**config.mk**
```make
export PLATFORM = sky130hd
export DESIGN_NAME = axi_ad9371_tx_datagen
export DESIGN_NICKNAME = d
export VERILOG_FILES = /design/src/rtl/axi_ad9371_tx_pkg.sv /design/src/rtl/axi_ad9371_tx_datagen_channel.sv /design/src/rtl/axi_ad9371_tx_datagen.sv
export SDC_FILE = /design/constraint.sdc
export NUM_CORES = 1
export LEC_CHECK = 0
export BUFFER_PORTS_ARGS = -buffer_cell sky130_fd_sc_hd__buf_2
export CAP_MARGIN = 10
export CORE_MARGIN = 1.5
export CORE_UTILIZATION = 45
export CTS_BUF_LIST = sky130_fd_sc_hd__clkbuf_4
export CTS_CLUSTER_SIZE = 40
export DETAILED_ROUTE_END_ITERATION = 10
export MAX_ROUTING_LAYER = met4
export PLACE_DENSITY = 0.68
export SYNTH_ARGS = -nofsm -noshare
export SYNTH_HDL_FRONTEND = slang
export SYNTH_SLANG_ARGS = --single-unit
```
**constraint.sdc**
```tcl
create_clock -name dac_clk -period 7.1 [get_ports dac_clk]
set_input_delay 0.71 -clock dac_clk [delete_from_list [all_inputs] [get_ports dac_clk]]
set_output_delay 0.71 -clock dac_clk [all_outputs]
set_load 0.01 [all_outputs]
```
**src/rtl/axi_ad9371_tx_pkg.sv**
```systemverilog
// axi_ad9371_tx_pkg: shared select codes, PN polynomials, seeds and the
// 32-bit-per-step Fibonacci LFSR helper used by the TX data generator.
package axi_ad9371_tx_pkg;

    typedef enum logic [2:0] {
        SEL_DMA   = 3'd0,
        SEL_CONST = 3'd1,
        SEL_RAMP  = 3'd2,
        SEL_PN7   = 3'd3,
        SEL_PN15  = 3'd4
    } dac_sel_e;

    // Taps mark x^N and x^(N-1) of a left-shifting Fibonacci register;
    // the feedback bit is also the emitted bit.
    localparam logic [15:0] PN7_TAPS  = 16'h0060;
    localparam logic [15:0] PN7_MASK  = 16'h007F;
    localparam logic [15:0] PN7_SEED  = 16'h007F;
    localparam logic [15:0] PN15_TAPS = 16'h6000;
    localparam logic [15:0] PN15_MASK = 16'h7FFF;
    localparam logic [15:0] PN15_SEED = 16'h7FFF;

    localparam logic [15:0] UNF_CNT_MAX = 16'hFFFF;

    typedef struct packed {
        logic [15:0] state;
        logic [31:0] word;
    } pn_step_t;

    // Runs the LFSR 32 steps. The first bit emitted ends up in bit 15
    // of sample0; bits fill sample0 MSB-first, then sample1.
    function automatic pn_step_t pn_run32(
        input logic [15:0] seed,
        input logic [15:0] taps,
        input logic [15:0] mask
    );
        pn_step_t    r;
        logic [15:0] s;
        logic [15:0] s0;
        logic [15:0] s1;
        logic        fb;
        s  = seed;
        s0 = '0;
        s1 = '0;
        for (int k = 0; k < 32; k++) begin
            fb = ^(s & taps);
            s  = {s[14:0], fb} & mask;
            if (k < 16) s0 = {s0[14:0], fb};
            else        s1 = {s1[14:0], fb};
        end
        r.state = s;
        r.word  = {s1, s0};
        return r;
    endfunction

endpackage

```
**src/rtl/axi_ad9371_tx_datagen_channel.sv**
```systemverilog
// axi_ad9371_tx_datagen_channel: one I or Q channel source (DMA, const,
// ramp, PN7, PN15). Ports: i_clk/i_rst, i_valid strobe, i_enable, i_sel,
// i_const, i_dma_data, i_dunf in; o_dma_rd, o_unf, o_word (comb) out.
module axi_ad9371_tx_datagen_channel
    import axi_ad9371_tx_pkg::*;
#(
    parameter int DATAPATH_DISABLE = 0
) (
    input  logic        i_clk,
    input  logic        i_rst,
    input  logic        i_valid,
    input  logic        i_enable,
    input  logic [2:0]  i_sel,
    input  logic [31:0] i_const,
    input  logic [31:0] i_dma_data,
    input  logic        i_dunf,
    output logic        o_dma_rd,
    output logic        o_unf,
    output logic [31:0] o_word
);

    logic        w_dma_sel;
    logic [31:0] w_gen_word;

    generate
        if (DATAPATH_DISABLE != 0) begin : g_dma_only
            assign w_dma_sel  = 1'b1;
            assign w_gen_word = '0;
        end else begin : g_pattern
            logic [15:0] r_ramp;
            logic [15:0] r_pn7;
            logic [15:0] r_pn15;
            logic [2:0]  r_sel_prev;
            logic        w_chg;
            logic        w_adv;
            logic [15:0] w_ramp;
            logic [15:0] w_pn7;
            logic [15:0] w_pn15;
            pn_step_t    w_p7;
            pn_step_t    w_p15;

            // A select change restarts the generators; using the seed
            // as the current state makes the first new word clean even
            // when the change lands on a valid cycle.
            assign w_chg  = (i_sel != r_sel_prev);
            assign w_adv  = i_valid & i_enable;
            assign w_ramp = w_chg ? 16'h0000 : r_ramp;
            assign w_pn7  = (w_chg || r_pn7 == 16'h0000) ?
                            PN7_SEED : r_pn7;
            assign w_pn15 = (w_chg || r_pn15 == 16'h0000) ?
                            PN15_SEED : r_pn15;
            assign w_p7   = pn_run32(w_pn7, PN7_TAPS, PN7_MASK);
            assign w_p15  = pn_run32(w_pn15, PN15_TAPS, PN15_MASK);
            assign w_dma_sel = (i_sel == SEL_DMA);

            always_comb begin
                w_gen_word = '0;
                case (i_sel)
                    SEL_CONST: w_gen_word = i_const;
                    SEL_RAMP:  w_gen_word = {w_ramp + 16'd1, w_ramp};
                    SEL_PN7:   w_gen_word = w_p7.word;
                    SEL_PN15:  w_gen_word = w_p15.word;
                    default:   w_gen_word = '0;
                endcase
            end

            always_ff @(posedge i_clk) begin
                if (i_rst) begin
                    r_ramp     <= '0;
                    r_pn7      <= PN7_SEED;
                    r_pn15     <= PN15_SEED;
                    r_sel_prev <= SEL_DMA;
                end else begin
                    r_sel_prev <= i_sel;
                    r_ramp     <= w_ramp;
                    r_pn7      <= w_pn7;
                    r_pn15     <= w_pn15;
                    if (w_adv) begin
                        case (i_sel)
                            SEL_RAMP: r_ramp <= w_ramp + 16'd2;
                            SEL_PN7:  r_pn7  <= w_p7.state;
                            SEL_PN15: r_pn15 <= w_p15.state;
                            default:  ;
                        endcase
                    end
                end
            end
        end
    endgenerate

    assign o_dma_rd = i_valid & i_enable & w_dma_sel & ~i_rst;
    assign o_unf    = o_dma_rd & i_dunf;

    always_comb begin
        o_word = '0;
        if (i_enable) begin
            if (w_dma_sel) o_word = i_dunf ? 32'h0 : i_dma_data;
            else           o_word = w_gen_word;
        end
    end

endmodule

```
**src/rtl/axi_ad9371_tx_datagen.sv**
```systemverilog
// axi_ad9371_tx_datagen: two-channel TX frame generator with output
// register and saturating DMA underflow counter. Ports: dac_clk/dac_rst,
// dac_valid, per-channel enable/sel/const/DMA in, dac_valid_i0/q0 DMA
// strobes out, dac_dunf/dac_unf_clr in, dac_data/dac_valid_out/
// dac_unf_count out.
module axi_ad9371_tx_datagen
    import axi_ad9371_tx_pkg::*;
#(
    parameter int DATAPATH_DISABLE = 0
) (
    input  logic        dac_clk,
    input  logic        dac_rst,
    input  logic        dac_valid,
    input  logic        dac_enable_i0,
    input  logic        dac_enable_q0,
    input  logic [2:0]  dac_data_sel_i0,
    input  logic [2:0]  dac_data_sel_q0,
    input  logic [31:0] dac_const_i0,
    input  logic [31:0] dac_const_q0,
    output logic        dac_valid_i0,
    output logic        dac_valid_q0,
    input  logic [31:0] dac_data_i0,
    input  logic [31:0] dac_data_q0,
    input  logic        dac_dunf,
    input  logic        dac_unf_clr,
    output logic [63:0] dac_data,
    output logic        dac_valid_out,
    output logic [15:0] dac_unf_count
);

    logic [31:0] w_word_i;
    logic [31:0] w_word_q;
    logic        w_unf_i;
    logic        w_unf_q;
    logic [63:0] r_data;
    logic        r_valid_out;
    logic [15:0] r_unf_cnt;

    axi_ad9371_tx_datagen_channel #(
        .DATAPATH_DISABLE (DATAPATH_DISABLE)
    ) u_ch_i (
        .i_clk      (dac_clk),
        .i_rst      (dac_rst),
        .i_valid    (dac_valid),
        .i_enable   (dac_enable_i0),
        .i_sel      (dac_data_sel_i0),
        .i_const    (dac_const_i0),
        .i_dma_data (dac_data_i0),
        .i_dunf     (dac_dunf),
        .o_dma_rd   (dac_valid_i0),
        .o_unf      (w_unf_i),
        .o_word     (w_word_i)
    );

    axi_ad9371_tx_datagen_channel #(
        .DATAPATH_DISABLE (DATAPATH_DISABLE)
    ) u_ch_q (
        .i_clk      (dac_clk),
        .i_rst      (dac_rst),
        .i_valid    (dac_valid),
        .i_enable   (dac_enable_q0),
        .i_sel      (dac_data_sel_q0),
        .i_const    (dac_const_q0),
        .i_dma_data (dac_data_q0),
        .i_dunf     (dac_dunf),
        .o_dma_rd   (dac_valid_q0),
        .o_unf      (w_unf_q),
        .o_word     (w_word_q)
    );

    always_ff @(posedge dac_clk) begin
        if (dac_rst) begin
            r_data      <= '0;
            r_valid_out <= 1'b0;
            r_unf_cnt   <= '0;
        end else begin
            r_valid_out <= dac_valid;
            if (dac_valid) r_data <= {w_word_q, w_word_i};
            // Clear wins over a coincident underflow.
            if (dac_unf_clr)
                r_unf_cnt <= '0;
            else if ((w_unf_i | w_unf_q) && r_unf_cnt != UNF_CNT_MAX)
                r_unf_cnt <= r_unf_cnt + 16'd1;
        end
    end

    assign dac_data      = r_data;
    assign dac_valid_out = r_valid_out;
    assign dac_unf_count = r_unf_cnt;

endmodule

```
### Yosys cells after proc, flatten, opt, wreduce, memory -nomap -nowiden

Cells that the tools add are included.

* add/sub/neg operators: 5
* equal/unequal tests: 11
* mux-type cells: 26
* bitwise gates (word level): 10
* reduce and logical (&&, ||, !) cells: 140

Operators with widths (count)
* 16-bit XOR reduction: 128
* 16-bit two-way mux: 18
* 32-bit one-hot mux with 4 select lines: 2
* 32-bit two-way mux: 6
* 16-bit zero test: 4
* 16-bit by 1-bit adder with 16-bit output, second input constant: 3
* 16-bit by 2-bit adder with 16-bit output, second input constant: 2
* 16-bit inequality test, second input constant: 1
* 3-bit by 2-bit equality test with 1-bit output, second input constant: 4
* 1-bit AND: 8
* 3-bit by 1-bit equality test with 1-bit output, second input constant: 2
* 3-bit equality test, second input constant: 2
* 3-bit zero test: 2
* 3-bit inequality test: 2
* 1-bit logical OR: 4
* 2-bit OR reduction: 1
* 1-bit logical AND: 1
* 1-bit inverter: 1
* 1-bit bitwise OR: 1

* register bits after elaboration: 183
* input port bits: 141
* logic and storage cells: 203

### Logic depth before layout (Yosys ltp)

* depth after elaboration: 12
* mapped depth: 13
* gate-level depth less buffers: 11

### By module

From an unflattened synthesis, not the netlist that was laid out.

* cells, all modules: 1562
* area, all modules: 12523.3 µm²

By module, submodules not included
* axi_ad9371_tx_datagen_channel at u_ch_q: instances 1, cells an instance 624, area each 4732.0 µm², sequential area each 1021.0 µm²
* axi_ad9371_tx_datagen_channel at u_ch_i: instances 1, cells an instance 634, area each 4667.0 µm², sequential area each 1021.0 µm²
* axi_ad9371_tx_datagen: instances 1, cells an instance 304, area each 3124.2 µm², sequential area each 1621.6 µm²

### Worst setup path before layout

No wires, ideal clock.

* path kind: input to register
* start point: input dac_data_sel_i0[1]
* end point: register r_data[31] (netlist: dac_data[31])
* library setup time: 0.115 ns
* arrival: 3.081 ns
* slack: 3.904 ns
* stages: 13
* path through: buf_4 xnor2_1 and3_1 buf_2 clkbuf_1 and2_1 ha_1 and4_1 nand2_1 nor4_1 xnor2_1 o221ai_1 and3_1

* cells in the longest elaborated chain, start to end: 9
* elaborated cells on any way between the ends: 24
* those cells by class: 1 x add/sub; 5 x eq/ne; 6 x mux; 12 x reduce/logical

RTL lines
* start: declaration: RTL line axi_ad9371_tx_datagen.sv:16 `input logic [2:0] dac_data_sel_i0,`
* 3-bit inequality test: RTL line axi_ad9371_tx_datagen_channel.sv:45 `assign w_chg = (i_sel != r_sel_prev);`
* 1-bit logical OR: RTL line axi_ad9371_tx_datagen_channel.sv:48 `assign w_pn7 = (w_chg || r_pn7 == 16'h0000) ?`
* 16-bit two-way mux: RTL line axi_ad9371_tx_datagen_channel.sv:48
* 16-bit XOR reduction (3 in a row): RTL line axi_ad9371_tx_pkg.sv:45 `fb = ^(s & taps);`
* 32-bit one-hot mux with 4 select lines: RTL line axi_ad9371_tx_datagen_channel.sv:58 `case (i_sel)`
* 32-bit two-way mux *: RTL line axi_ad9371_tx_datagen_channel.sv:97 `if (w_dma_sel) o_word = i_dunf ? 32'h0 : i_dma_data;`
* 32-bit two-way mux *: RTL line axi_ad9371_tx_datagen_channel.sv:96 `if (i_enable) begin`
* end signal: assignment: RTL line axi_ad9371_tx_datagen.sv:78 `if (dac_valid) r_data <= {w_word_q, w_word_i};`
* end: declaration: RTL line axi_ad9371_tx_datagen.sv:35 `logic [63:0] r_data;`

Mark *: on every way between the ends. The rest lies on a longest branch, timed or not.
A chain may end at the register's enable or synchronous reset.

### Worst setup path in the final report

* start point: register u_ch_i.g_pattern.r_pn15[10]
* end point: register r_data[26] (netlist: dac_data[26])

* cells in the longest elaborated chain, start to end: 8
* elaborated cells on any way between the ends: 9
* those cells by class: 4 x mux; 5 x reduce/logical

RTL lines
* start: declaration: RTL line axi_ad9371_tx_datagen_channel.sv:32 `logic [15:0] r_pn15;`
* start signal: assignment: RTL line axi_ad9371_tx_datagen_channel.sv:77 `r_pn15 <= w_pn15;`
* start signal: assignment: RTL line axi_ad9371_tx_datagen_channel.sv:82 `SEL_PN15: r_pn15 <= w_p15.state;`
* 16-bit zero test *: RTL line axi_ad9371_tx_datagen_channel.sv:50 `assign w_pn15 = (w_chg || r_pn15 == 16'h0000) ?`
* 1-bit logical OR *: RTL line axi_ad9371_tx_datagen_channel.sv:50
* 16-bit two-way mux *: RTL line axi_ad9371_tx_datagen_channel.sv:50
* 16-bit XOR reduction: RTL line axi_ad9371_tx_pkg.sv:45
* 16-bit XOR reduction *: RTL line axi_ad9371_tx_pkg.sv:45
* 32-bit one-hot mux with 4 select lines *: RTL line axi_ad9371_tx_datagen_channel.sv:58
* 32-bit two-way mux *: RTL line axi_ad9371_tx_datagen_channel.sv:97
* 32-bit two-way mux *: RTL line axi_ad9371_tx_datagen_channel.sv:96

Marked as above.

==> results.py <==
metrics = {
    "outcome": {
        "run_status": "complete, no violations",
    },
    "worst_setup_path": {
        "worstSetupStartpointType": "flop",
        "worstPathArrival_ns": 3.77,
        "rr_endpoint": "dac_data[26]",
        "timing.setup.critical_path_class": "flop to flop",
        "worst-r2r-cell-count": 7,
        "critical_path.endpoint_type": "flop",
        "critical_path_peak_fanout": 19,
        "cp_data_required_time_ns": 7.61,
        "worstSetupStartpoint": "u_ch_i.g_pattern.r_pn15[10]",
        "r2r_setup_slack_ns": 3.84,
        "critical_path.reg2reg.startpoint": "u_ch_i.g_pattern.r_pn15[10]",
    },
    "clock_tree": {
        "max-clock-path-buffers": 2,
        "cts_inserted_buffers": 17,
        "h_tree_depth": 4,
        "tritoncts_clock_tree": "done",
        "cts_resized": 0,
        "cts_setup_buffers": 0,
        "clk-insertion-delay-late_ns": 0.62,
        "root_buf_cell": "clkbuf_4",
        "hold_buffers": 0,
        "cts.sink_count": 183,
        "cts.clk_slew.worst_paths_ns": 0.18,
    },
    "power": {
        "vdd.ir_drop.worst_mv": 0.117,
        "p_leak_nw": 4.79,
        "p_per_area_mw_per_mm2": 156,
    },
    "final_layout": {
        "most_common_library_cell_in_the_layout_ignoring_fill_and_taps": "buf_2",
        "final_core_area_utilization_pct": 51.8,
        "n_fill_cell": 2467,
        "post_layout_nonfiller_instances": 1885,
        "drive_gt1_share_pct": 18.8,
        "most-common-layout-cells": "224 x buf_2, 183 x dfxtp_1, 132 x nand2_1",
        "final_nets": 1695,
        "seq_area_mm2": 0.00366,
        "multi_input_comb_area_mm2": 0.00693,
        "syn2layout_area_growth_pct": 12.5,
    },
    "sta": {
        "post-route-period-util_pct": 45.9,
        "setup_tns_ns": 0,
        "setup-violations-final": 0,
        "worst_pin_slew_ns": 1.08,
        "rsz0062_at_grt": "false",
        "final.setup_skew_ns": 0.0546,
        "relSlewSlack_pct": 27.8,
        "report.final.hold_viol_count": 0,
        "final_critical_path_setup_slack_ns": 3.84,
        "timing.final.crit_period_ns": 3.26,
        "achievable-frequency_mhz": 307,
        "finalHoldWorstSlack_ns": 0.427,
        "maxSlewViolCount": 0,
    },
    "yosys": {
        "postSynthCellCount": 1423,
        "seq_area_frac_synth_pct": 32.6,
        "post_synth.cell_area_avg_um2": 7.89,
        "synth_ff_type": "dfxtp_1",
        "number_of_synthesized_flops_with_an_enable_pin": 0,
        "synth.yosys.warnings": 0,
        "synthArstFlopShare_pct": 0,
        "syn_area_mm2": 0.0112,
        "postSynthRegisterBits": 183,
        "syn-num-nets": 1571,
        "yosysUniqueCellTypes": 71,
    },
    "detailed_routing": {
        "detailedRoute.firstIterationViolations": 1355,
        "dr.pass1.iters": 5,
        "routed_wl_per_cell_um": 24.2,
        "detail_routed_via_count_per_cell": 6.19,
        "drt-total-wl_um": 45500,
        "total_vias_in_the_final_route": 11700,
        "remaining_drc_errors": 0,
        "ant_nets": 0,
    },
    "worst_hold_path": {
        "whs_endpoint": "dac_data[41]",
        "worst_min_delay_path_class": "input pin to flop",
        "min_path_cells": 3,
        "timing.hold.worst.start": "dac_data_q0[9]",
    },
    "die": {
        "core_area_mm2": 0.0244,
        "fp.dieH_um": 161,
        "die_width_um": 161,
        "site_row_count": 57,
        "io_pins": 224,
        "initial_core_util_pct": 46.0,
        "fp.dieArea_mm2": 0.0259,
    },
    "placement": {
        "port_buffers": 223,
        "dpl.hpwl_um": 34900,
        "post-place-ws_ns": 3.34,
        "place_congestion": 1.02,
        "place_inst": 1852,
    },
    "global_routing": {
        "grt-ovfl-total": 0,
        "grt_antenna_before_repair": 1,
        "grt_start_max_net_pins": 53,
        "grt_first_pass_wirelength_um": 67400,
        "track_usage_pct": 35.4,
        "via_count_of_the_first_global_routing_pass": 10700,
    },
    "run": {
        "timing.max_cap.violations": 0,
    },
}
[worst max-delay path: stages, from the launching register on]
cell,delay [ns]
dfxtp_1,0.45
nor4_1,0.63
nand4_1,0.34
nor2b_1,0.30
buf_4,0.23
a221oi_1,0.68
o221ai_1,0.26
a32o_1,0.29
[worst max-delay path by stage]
stage	endpoint	slack, ns	cells past startpoint
floorplan	dac_data[31]	3.90	13
global placement	dac_data[41]	3.12	8
detailed placement	dac_data[53]	3.34	12
CTS	dac_data[53]	3.99	12
global route	dac_data[53]	3.80	12
finish	dac_data[26]	3.84	7
[cells by family (layout without fill, tap and decap cells)]
kind of cell / Yosys count / count (layout) / share of synthesized area [%]
simple gates: 464 / 464 / 20.6
compound gates: 407 / 407 / 24.4
xor+xnor: 200 / 200 / 15.6
flops: 183 / 183 / 32.6
buf+inv: 159 / 296 / 5.75
fa+ha+maj: 7 / 7 / 0.780
mux: 3 / 3 / 0.267
other cells: 0 / 1 / 0
[metal layers]
layer	track usage (%)	share of wire, %	vias up
met5	-	0	-
met4	7.41	1.5	0
met3	5.96	10	53
met2	52.3	43	654
met1	50.6	45	5642
li1	-	-	5312
[power by group]
group          switching [W]  total (W)  internal (W)  leakage, nW
Sequential         0.0000131    0.00105       0.00104         1.48
Clock               0.000431   0.000626      0.000195        0.157
Combinational       0.000192   0.000289     0.0000965         3.15
Total               0.000636    0.00197       0.00133         4.79
[state kept, by name (all words and copies together), names as in the netlist]
register and cells:
u_ch_q.g_pattern.r_pn7 16, u_ch_i.g_pattern.r_pn7 16, dac_unf_count 16, u_ch_i.g_pattern.r_sel_prev 3
dac_data 64, u_ch_i.g_pattern.r_ramp 16, dac_valid_out 1, u_ch_q.g_pattern.r_ramp 16
u_ch_q.g_pattern.r_sel_prev 3, u_ch_q.g_pattern.r_pn15 16, u_ch_i.g_pattern.r_pn15 16
[through the flow]
step	power [W]	cell area [um^2]
2_1_floorplan	0.00123	11200
3_3_place_gp	0.00136	12300
3_5_place_dp	0.00136	12300
4_1_cts	0.00197	12600
5_1_grt	0.00203	12600
6_report	0.00197	12600
[cells in the mapped netlist, types with 18 or more instances]
cell type	count	area, um^2
dfxtp_1	183	3660
nand2_1	132	495
nor2_1	123	462
a21oi_1	112	561
clkbuf_1	104	390
xor2_1	101	885
xnor2_1	99	867
o21ai_0	77	385
and2_1	34	213
a21o_1	31	233
nand3_1	30	150
a32o_1	24	240
nand4_1	23	144
nor3_1	22	110
a221oi_1	21	184
o211ai_1	21	158
buf_2	19	95.1
inv_1	18	67.6
[cell type report]
| class | instances | area share, % |
|---|---|---|
| repair buffers | 242 | 9.94 |
| flip-flops and latches | 183 | 29.0 |
| multi-input cells | 1081 | 54.9 |
| clock buffers | 18 | 1.07 |
| clock inverters | 14 | 1.25 |
| well taps | 324 | 3.21 |
| diodes | 1 | 0.0198 |
| inverters | 22 | 0.654 |
No activity file was read; power rests on OpenSTA's default activity.
